$ cat src/rtl/nibble_sweep_pkg.sv
// Shared types and constants for the nibble sweep driver and its expected-result FIFO.
package nibble_sweep_pkg;

    typedef enum logic [1:0] {
        LOAD  = 2'b00,
        SWEEP = 2'b01,
        DRAIN = 2'b10
    } state_e;

    localparam logic [1:0] SEL_IDLE = 2'b00;
    localparam logic [1:0] SEL_B1   = 2'b01;
    localparam logic [1:0] SEL_B2   = 2'b10;
    localparam logic [1:0] SEL_B3   = 2'b11;

    localparam int NIB_W = 32'd4;
    localparam int RES_W = 32'd5;
    localparam int ACC_W = 32'd7;

    // Reference sum of two nibbles as the calculator should report it.
    function automatic logic [RES_W-1:0] exp_sum(input logic [NIB_W-1:0] a, input logic [NIB_W-1:0] b);
        return {1'b0, a} + {1'b0, b};
    endfunction

endpackage

$ cat src/rtl/nibble_sweep_drv_if.sv
// Upstream nibble stream, calculator operand/result and status signals of the sweep driver.
interface nibble_sweep_drv_if;
    import nibble_sweep_pkg::*;

    logic                 in_valid;
    logic [NIB_W-1:0]     in_nib;
    logic                 in_ready;
    logic [4*NIB_W-1:0]   d_o;
    logic [1:0]           sel_o;
    logic [RES_W-1:0]     res;
    logic                 res_valid;
    logic [ACC_W-1:0]     acc_o;
    logic                 done;
    logic                 err_timeout;
    logic                 err_mismatch;

    modport slave (
        input  in_valid, in_nib, res, res_valid,
        output in_ready, d_o, sel_o, acc_o, done, err_timeout, err_mismatch
    );

    modport master (
        output in_valid, in_nib, res, res_valid,
        input  in_ready, d_o, sel_o, acc_o, done, err_timeout, err_mismatch
    );

endinterface

$ cat src/rtl/nibble_exp_fifo.sv
// Three-entry expected-result FIFO, loaded in one shot and popped per result.
// Present only when NIBBLE_SWEEP_CHECK_EN is defined.
`ifdef NIBBLE_SWEEP_CHECK_EN
module nibble_exp_fifo
    import nibble_sweep_pkg::*;
(
    input  logic             clk,
    input  logic             rst,
    input  logic             load_i,
    input  logic [RES_W-1:0] e0_i,
    input  logic [RES_W-1:0] e1_i,
    input  logic [RES_W-1:0] e2_i,
    input  logic             pop_i,
    output logic [RES_W-1:0] head_o
);

    logic [RES_W-1:0] mem_q [3];
    logic [1:0]       rd_q;

    // Entry storage and read pointer.
    always_ff @(posedge clk or negedge rst) begin
        if (!rst) begin
            mem_q[0] <= '0;
            mem_q[1] <= '0;
            mem_q[2] <= '0;
            rd_q     <= 2'd0;
        end else if (load_i) begin
            mem_q[0] <= e0_i;
            mem_q[1] <= e1_i;
            mem_q[2] <= e2_i;
            rd_q     <= 2'd0;
        end else if (pop_i && (rd_q != 2'd3)) begin
            rd_q <= rd_q + 2'd1;
        end else begin
            rd_q <= rd_q;
        end
    end

    // Head-of-queue select.
    always_comb begin
        head_o = '0;
        case (rd_q)
            2'd0:    head_o = mem_q[0];
            2'd1:    head_o = mem_q[1];
            2'd2:    head_o = mem_q[2];
            default: head_o = '0;
        endcase
    end

endmodule
`endif

$ cat src/rtl/nibble_sweep_drv.sv
// Assembles four nibbles into a word, sweeps three calculator selects and sums the results.
// Optional result checking against d[3:0]+d[n] is enabled by NIBBLE_SWEEP_CHECK_EN.
module nibble_sweep_drv
    import nibble_sweep_pkg::*;
#(
    parameter int TIMEOUT_CYC = 15
) (
    input  logic              clk,
    input  logic              rst,
    nibble_sweep_drv_if.slave bus
);

    localparam int DW = $clog2(TIMEOUT_CYC + 1);

    state_e             state_q, state_d;
    logic [1:0]         fill_q, fill_d;
    logic [1:0]         sweep_q, sweep_d;
    logic [1:0]         rcnt_q, rcnt_d;
    logic [DW-1:0]      drain_q, drain_d;
    logic [4*NIB_W-1:0] d_q, d_d;
    logic [1:0]         sel_q, sel_d;
    logic [ACC_W-1:0]   acc_q, acc_d;
    logic               rdy_q, rdy_d;
    logic               done_q, done_d;
    logic               err_to_q, err_to_d;
    logic               accept_s, count_s, last_s;

    // Handshake qualifiers; rdy_q is high exactly in LOAD once out of reset.
    always_comb begin
        accept_s = bus.in_valid && rdy_q;
        count_s  = bus.res_valid && (state_q != LOAD) && (rcnt_q != 2'd3);
        last_s   = count_s && (rcnt_q == 2'd2);
    end

    // Next-state and datapath updates.
    always_comb begin
        state_d  = state_q;
        fill_d   = fill_q;
        sweep_d  = sweep_q;
        rcnt_d   = rcnt_q;
        drain_d  = drain_q;
        d_d      = d_q;
        acc_d    = acc_q;
        done_d   = 1'b0;
        err_to_d = err_to_q;
        if (count_s) begin
            rcnt_d = rcnt_q + 2'd1;
            acc_d  = acc_q + {{(ACC_W-RES_W){1'b0}}, bus.res};
        end else begin
            rcnt_d = rcnt_q;
        end
        case (state_q)
            LOAD: begin
                if (accept_s) begin
                    d_d[{fill_q, 2'b00} +: NIB_W] = bus.in_nib;
                    fill_d = fill_q + 2'd1;
                    if (fill_q == 2'd3) begin
                        state_d = SWEEP;
                        sweep_d = 2'd0;
                        rcnt_d  = 2'd0;
                        acc_d   = '0;
                    end else begin
                        state_d = LOAD;
                    end
                end else begin
                    fill_d = fill_q;
                end
            end
            SWEEP: begin
                if (last_s) begin
                    state_d = LOAD;
                    done_d  = 1'b1;
                end else if (sweep_q == 2'd2) begin
                    state_d = DRAIN;
                    drain_d = '0;
                end else begin
                    sweep_d = sweep_q + 2'd1;
                end
            end
            DRAIN: begin
                // A completing result wins over a timeout in the same cycle.
                if (last_s) begin
                    state_d = LOAD;
                    done_d  = 1'b1;
                end else if (drain_q == DW'(TIMEOUT_CYC - 1)) begin
                    state_d  = LOAD;
                    err_to_d = 1'b1;
                end else begin
                    drain_d = drain_q + DW'(1'b1);
                end
            end
            default: begin
                state_d = LOAD;
            end
        endcase
    end

    // Output decode from the next state so ready/select are registered.
    always_comb begin
        rdy_d = (state_d == LOAD);
        sel_d = SEL_IDLE;
        if (state_d == SWEEP) begin
            case (sweep_d)
                2'd0:    sel_d = SEL_B1;
                2'd1:    sel_d = SEL_B2;
                2'd2:    sel_d = SEL_B3;
                default: sel_d = SEL_IDLE;
            endcase
        end else begin
            sel_d = SEL_IDLE;
        end
    end

    // State and datapath registers.
    always_ff @(posedge clk or negedge rst) begin
        if (!rst) begin
            state_q  <= LOAD;
            fill_q   <= 2'd0;
            sweep_q  <= 2'd0;
            rcnt_q   <= 2'd0;
            drain_q  <= '0;
            d_q      <= '0;
            sel_q    <= SEL_IDLE;
            acc_q    <= '0;
            rdy_q    <= 1'b0;
            done_q   <= 1'b0;
            err_to_q <= 1'b0;
        end else begin
            state_q  <= state_d;
            fill_q   <= fill_d;
            sweep_q  <= sweep_d;
            rcnt_q   <= rcnt_d;
            drain_q  <= drain_d;
            d_q      <= d_d;
            sel_q    <= sel_d;
            acc_q    <= acc_d;
            rdy_q    <= rdy_d;
            done_q   <= done_d;
            err_to_q <= err_to_d;
        end
    end

    assign bus.in_ready    = rdy_q;
    assign bus.d_o         = d_q;
    assign bus.sel_o       = sel_q;
    assign bus.acc_o       = acc_q;
    assign bus.done        = done_q;
    assign bus.err_timeout = err_to_q;

`ifdef NIBBLE_SWEEP_CHECK_EN
    logic             load_exp_s;
    logic [RES_W-1:0] exp_head_s;
    logic             err_mm_q, err_mm_d;

    // Expected sums are taken from the word as it completes, i.e. from d_d.
    always_comb begin
        load_exp_s = accept_s && (fill_q == 2'd3) && (state_q == LOAD);
        err_mm_d   = err_mm_q | (count_s && (bus.res != exp_head_s));
    end

    nibble_exp_fifo u_exp_fifo (
        .clk    (clk),
        .rst    (rst),
        .load_i (load_exp_s),
        .e0_i   (exp_sum(d_d[3:0], d_d[7:4])),
        .e1_i   (exp_sum(d_d[3:0], d_d[11:8])),
        .e2_i   (exp_sum(d_d[3:0], d_d[15:12])),
        .pop_i  (count_s),
        .head_o (exp_head_s)
    );

    // Sticky mismatch flag.
    always_ff @(posedge clk or negedge rst) begin
        if (!rst) begin
            err_mm_q <= 1'b0;
        end else begin
            err_mm_q <= err_mm_d;
        end
    end

    assign bus.err_mismatch = err_mm_q;
`else
    assign bus.err_mismatch = 1'b0;
`endif

endmodule

$ cat src/flat_wrapper.sv
// flat-port wrapper written by rule: the top's interface ports become plain ports
module nibble_sweep_drv_flat import nibble_sweep_pkg::*;
#(
    parameter int TIMEOUT_CYC = 15
)
  (clk, rst, bus_in_valid, bus_in_nib, bus_res, bus_res_valid, bus_in_ready, bus_d_o, bus_sel_o, bus_acc_o, bus_done, bus_err_timeout, bus_err_mismatch);
  nibble_sweep_drv_if bus_i ();
  input  logic clk;
  input  logic rst;
  input wire logic [$bits(bus_i.in_valid)-1:0] bus_in_valid;
  input wire logic [$bits(bus_i.in_nib)-1:0] bus_in_nib;
  input wire logic [$bits(bus_i.res)-1:0] bus_res;
  input wire logic [$bits(bus_i.res_valid)-1:0] bus_res_valid;
  output wire logic [$bits(bus_i.in_ready)-1:0] bus_in_ready;
  output wire logic [$bits(bus_i.d_o)-1:0] bus_d_o;
  output wire logic [$bits(bus_i.sel_o)-1:0] bus_sel_o;
  output wire logic [$bits(bus_i.acc_o)-1:0] bus_acc_o;
  output wire logic [$bits(bus_i.done)-1:0] bus_done;
  output wire logic [$bits(bus_i.err_timeout)-1:0] bus_err_timeout;
  output wire logic [$bits(bus_i.err_mismatch)-1:0] bus_err_mismatch;
  assign bus_i.in_valid = bus_in_valid;
  assign bus_i.in_nib = bus_in_nib;
  assign bus_i.res = bus_res;
  assign bus_i.res_valid = bus_res_valid;
  assign bus_in_ready = bus_i.in_ready;
  assign bus_d_o = bus_i.d_o;
  assign bus_sel_o = bus_i.sel_o;
  assign bus_acc_o = bus_i.acc_o;
  assign bus_done = bus_i.done;
  assign bus_err_timeout = bus_i.err_timeout;
  assign bus_err_mismatch = bus_i.err_mismatch;
  nibble_sweep_drv #(.TIMEOUT_CYC(TIMEOUT_CYC)) u_core (.clk(clk), .rst(rst), .bus(bus_i));
endmodule
$ cat config.mk
export PLATFORM = sky130hd
export DESIGN_NAME = nibble_sweep_drv_flat
export DESIGN_NICKNAME = d
export VERILOG_FILES = /design/src/rtl/nibble_sweep_pkg.sv /design/src/rtl/nibble_sweep_drv_if.sv /design/src/rtl/nibble_exp_fifo.sv /design/src/rtl/nibble_sweep_drv.sv /design/src/flat_wrapper.sv
export SDC_FILE = /design/constraint.sdc
export NUM_CORES = 1
export LEC_CHECK = 0
export ABC_CLOCK_PERIOD_IN_PS = 5600
export CAP_MARGIN = 30
export CORE_MARGIN = 1
export CORE_UTILIZATION = 65
export CTS_CLUSTER_DIAMETER = 40
export DETAILED_ROUTE_END_ITERATION = 10
export DONT_BUFFER_PORTS = 1
export GPL_TIMING_DRIVEN = 0
export HOLD_SLACK_MARGIN = 0.12
export PLACE_DENSITY = 0.83
export SLEW_MARGIN = 10
export SYNTH_ARGS = -nofsm -noshare
export SYNTH_HDL_FRONTEND = slang
export SYNTH_SLANG_ARGS = --single-unit
$ cat constraint.sdc
create_clock -name clk -period 5.6 [get_ports clk]
set_input_delay 0.84 -clock clk [delete_from_list [all_inputs] [get_ports clk]]
set_output_delay 0.84 -clock clk [all_outputs]
set_load 0.05 [all_outputs]
* After elaboration in Yosys (flattened, before gate mapping) *
Index checks and enable logic that the tools add are counted.
Widths: inputs -> output; s select.

word-level totals
  bits in registers = 40
  bits of input ports = 13
  output and inout bits = 29
  logic and storage cells = 77

operators by class
  add/subtract/negate cells = 6
  eq/ne operators = 14
  shift operators = 2
  multiplexer cells = 30
  bitwise operators = 1
  reduce and logical (&&, ||, !) cells = 13

operators with widths
  cell                    count
  $mux 2                  14
  $mux 7                  4
  $bwmux 16               1
  $mux 4                  4
  $shift 4x6->16 const A  1
  $shiftx 4x6->16         1
  $pmux 2 s3              2
  $eq 2x2->1 const B      5
  $ne 2x2->1 const B      4
  $pmux 4 s2              1
  $add 7x5->7             1
  $add 2x1->2 const B     3
  $eq 2x1->1 const B      3
  $logic_not 2->1         3
  $neg 4->6               1
  $reduce_and 5->1        1
  $add 4x1->4 const B     1
  $eq 4x4->1 const B      1
  $logic_and 1x1->1       4
  $pmux 2 s2              1
  $reduce_bool 2->1       2
  $mux 1                  3
  $reduce_and 3->1        1
  $ne 2x1->1 const B      1
  other kinds (3)         3

* Depth between registers and ports, before layout *
  depth after elaboration = 9
  depth in mapped cells = 8
  mapped depth without buffers = 8

* Worst setup path after synthesis *
OpenSTA, ideal clock, no wires.

  path type = input-to-reg
  start = in bus_res[0]
  end = reg u_core.acc_q[4] (netlist: u_core.bus.acc_o[4])
  data arrival time = 2.111 ns
  slack = 3.368 ns
  stages = 8
  cell sequence = ha_1 > inv_1 > fa_1 > nor2b_1 > o21a_1 > o21ai_0 > nor2b_1 > a22o_1

between the ends
  longest elaborated chain between the ends = 5

RTL lines
  what                       line                     RTL
  from (decl)                flat_wrapper.sv:12       input wire logic [$bits(bus_i.res)-1:0] bus_res;
  $add 7x5->7 (*)            nibble_sweep_drv.sv:48   acc_d = acc_q + {{(ACC_W-RES_W){1'b0}}, bus.res};
  $mux 7 (*)                 nibble_sweep_drv.sv:46   if (count_s) begin
  $mux 7                     nibble_sweep_drv.sv:57   if (fill_q == 2'd3) begin
  $mux 7                     nibble_sweep_drv.sv:54   if (accept_s) begin
  $mux 7 (*)                 nibble_sweep_drv.sv:52   case (state_q)
  named net u_core.acc_d[4]  nibble_sweep_drv.sv:22   logic [ACC_W-1:0] acc_q, acc_d;
  to (signal assigned)       nibble_sweep_drv.sv:124  acc_q <= '0;
  to (signal assigned)       nibble_sweep_drv.sv:136  acc_q <= acc_d;
  to (decl)                  nibble_sweep_drv.sv:22

The timed path passes the listed nets; every way through them passes the cells marked *.
A chain may end at the register's enable or synchronous reset.

* Worst setup path in the final report *
  start = reg u_core.acc_q[0] (netlist: u_core.bus.acc_o[0])
  end = reg u_core.acc_q[4] (netlist: u_core.bus.acc_o[4])

between the ends
  longest elaborated chain between the ends = 5

RTL lines
  what                       line
  $add 7x5->7 (*)            nibble_sweep_drv.sv:48
  $mux 7 (*)                 nibble_sweep_drv.sv:46
  $mux 7                     nibble_sweep_drv.sv:57
  $mux 7                     nibble_sweep_drv.sv:54
  $mux 7 (*)                 nibble_sweep_drv.sv:52
  named net u_core.acc_d[4]  nibble_sweep_drv.sv:22

Marked as above.

==> impl_metrics.yaml <==
final_layout:
  multi_input_area_um2: 1104
  fin_area_um2: 2308
  drive_gt1_share_pct: 6.383
  syn_to_final_growth_pct: 6.034
  ff_latch_area_um2: 1001
  nFillCells: 238
  diodes: 0
  final_nets: 269
status:
  outcome: "finished clean"
detailed_routing:
  wl_per_cell_um: 14.40
  ant_nets: 0
  drc: 0
  totalWireLength_mm: 4.018
  vias: 1622
  drtPass1Iterations: 4
  vias_per_cell: 5.814
  drtIter0Drc: 54
critical_path:
  path_max_fanout: 3
  path_class: "reg -> reg"
  cp-start-kind: "flip-flop"
  worst_setup_path_end_kind: "flip-flop"
  crit_required_ns: 5.85
  arrival_ns: 2.55
die:
  start_util_pct: 70.16
  core-area_um2: 3103
  dieArea_um2: 3585
  die_h_um: 59.88
  die_x_um: 59.88
  ioPinCount: 42
  num_rows: 20
timing:
  period_minus_slack_ns: 2.300
  worstMarginPinSlew_ns: 0.5619
  fin_ws_ns: 3.300
  setup_violations: 0
  rsz0062_at_grt: "false"
  drv_slew: 0
  period_share_pct: 41.08
  clock_skew_ns: 0.007381
  final.setup.tns_ns: 0
  max_freq_mhz: 434.7
  worst_slew_margin_rel_pct: 62.54
  finalHoldViolCount: 0
cts:
  tritoncts: "yes"
  htreeDepth: 2
  cts_root_buffer: "clkbuf_4"
  cts_resized: 0
  postCtsSetupBuffers: 0
  cts-hold-fix-buffers: 0
  clkSinkCount: 40
  clk_latency_ns: 0.35
  path_clk_slew_ns: 0.11
  cts_buffers: 5
  clk_path_buf_depth: 2
flow_run:
  drv_cap: 0
global_routing:
  grt_max_degree: 41
  grt_pass1_vias: 1706
  grt-ovfl-total: 0
  grt_use_total_pct: 26.07
  antenna_found_initial: 0
  grt_pass1_wl_mm: 6.969
synth:
  yosysWarnings: 0
  ys_types: 45
  ys_seq_elements: 40
  netlist_area_um2: 2177
  netlist_instances: 227
  avgSynthCellArea_um2: 9.591
  yosysSeqAreaShare_pct: 45.98
  synth_fp_nets: 262
power_and_ir_drop:
  p_leak_nw: 1.064
  power_per_cell_area_nw_per_um2: 619.8
  ir_drop_uv: 354.8
placed_design:
  detailed_place_hpwl_mm: 3.093
  dpl_worst_slack_ns: 3.227
  place_area_um2: 2232
  gp_congestion: 0.8030
  numPortBuffers: 0
hold_path:
  worstHoldPathType: "in -> async"
[worst paths after layout]
kind / slack (ns) / endpoint / from / depth (start not counted)
hold reg to reg: 0.56 / u_core.drain_q[3] / u_core.drain_q[3] / 2
max in group asynchronous: 5.34 / u_core.state_q[1] / rst / 0
setup / recovery: 3.30 / u_core.bus.acc_o[4] / u_core.bus.acc_o[0] / 8
setup reg to reg: 3.30 / u_core.bus.acc_o[4] / u_core.bus.acc_o[0] / 8
hold / removal: 0.17 / u_core.bus.d_o[8] / rst / 0
min in group clk: 0.56 / u_core.drain_q[3] / u_core.drain_q[3] / 2
[stage by stage]
stage	hold WS [ns]	total power, mW	utilization, %	std cells
floorplan	0.4856	1.135	-	227
global placement	0.5061	1.201	71.94	271
detailed placement	0.5386	1.250	71.94	271
CTS	0.1570	1.436	74.40	279
global route	0.1375	1.537	74.40	279
finish	0.1719	1.431	74.40	279
[cell usage in the layout (no fill, tap or decap), types with 2 or more instances in the layout]
master,Yosys,routed
a21o_1,2,2
nand3b_1,2,2
ha_1,21,21
a211o_1,2,2
mux2i_1,3,3
inv_1,13,13
nand3_1,6,6
nor2b_1,5,5
o21ai_0,23,23
nor3_1,3,3
o31ai_1,2,2
a211oi_1,2,2
nor2_1,14,14
dfrtp_1,40,40
a21oi_1,4,4
nor3b_1,5,5
nand2_1,46,46
clkbuf_4,0,5
clkbuf_1,3,4
xnor2_1,5,5
[where the power goes]
group	internal [mW]	total [mW]	switching (mW)	leakage [nW]
registers	0.393	0.755	0.362	0.529
clock network	0.0936	0.183	0.0893	0.0422
logic	0.209	0.493	0.284	0.493
total	0.696	1.43	0.735	1.06
[sequential cells by signal, summed over array words and instances (netlist names), 2 cells and up]
register          flops
u_core.bus.d_o       16
u_core.sweep_q        2
u_core.bus.acc_o      7
u_core.state_q        2
u_core.rcnt_q         2
u_core.drain_q        4
u_core.bus.sel_o      2
u_core.fill_q         2
[cell usage after synthesis (all sizes together)]
master   count  area (um2)
a211oi       2       15.01
o22ai        1       6.260
a221o        1       10.01
mux2i        3       30.03
nor3         3       15.01
a22o         1       8.760
and3         1       7.510
or4b         2       20.02
or3b         1       8.760
nor2        14       52.55
xnor2        5       43.79
nand3        6       30.03
o21bai       1       7.510
nand2b       1       6.260
a21boi       1       7.510
nand2       46       172.7
a32oi        1       8.760
inv         13       48.80
clkbuf       4       16.26
o21ai       23       115.1
nor3b        6       50.05
nand4bb      1       16.27
dfrtp       40        1001
a21o         2       15.01
o211ai       1       7.510
nor2b        5       31.28
o31ai        2       15.01
nand3b       2       15.01
o311a        1       10.01
a21oi        4       20.02
or3          1       6.260
ha          21       262.8
a211o        2       17.52
a2bb2oi      1       8.760
fa           1       20.02
a31oi        1       6.260
and4         2       18.77
o21a         1       7.510
and2         1       6.260
conb         1       3.750
buf          1       7.510
[logic make-up after synthesis]
family / share of synthesized area [%]
buf+inv: 3.333
simple gates: 20.98
fa+ha+maj: 12.99
flops: 45.98
xor+xnor: 2.011
other cells: 0.1722
compound gates: 13.16
mux: 1.379
[critical path, stage by stage, from the launching register on]
cell and delay, ns:
dfrtp_1 0.67, ha_1 0.30, inv_1 0.07, fa_1 0.40, nor2b_1 0.13, o21a_1 0.14, o21ai_0 0.11, nor2b_1 0.16
a22o_1 0.22
[final cells by class]
| class | count | area share, % |
|---|---|---|
| buffer | 5 | 1.030 |
| clock buffer | 6 | 1.789 |
| clock inverter | 2 | 1.518 |
| inverter | 13 | 2.114 |
| multi-input combinational | 169 | 47.81 |
| sequential | 40 | 43.36 |
| tap | 44 | 2.385 |
[per-layer routing]
layer | track usage (%) | part of all wire, %
met1 | 27.97 | 38
met2 | 46.98 | 53
met3 | 6.926 | 6.6
met4 | 12.62 | 2.0
met5 | 0 | 0
Power figures use the tool's default switching activity.
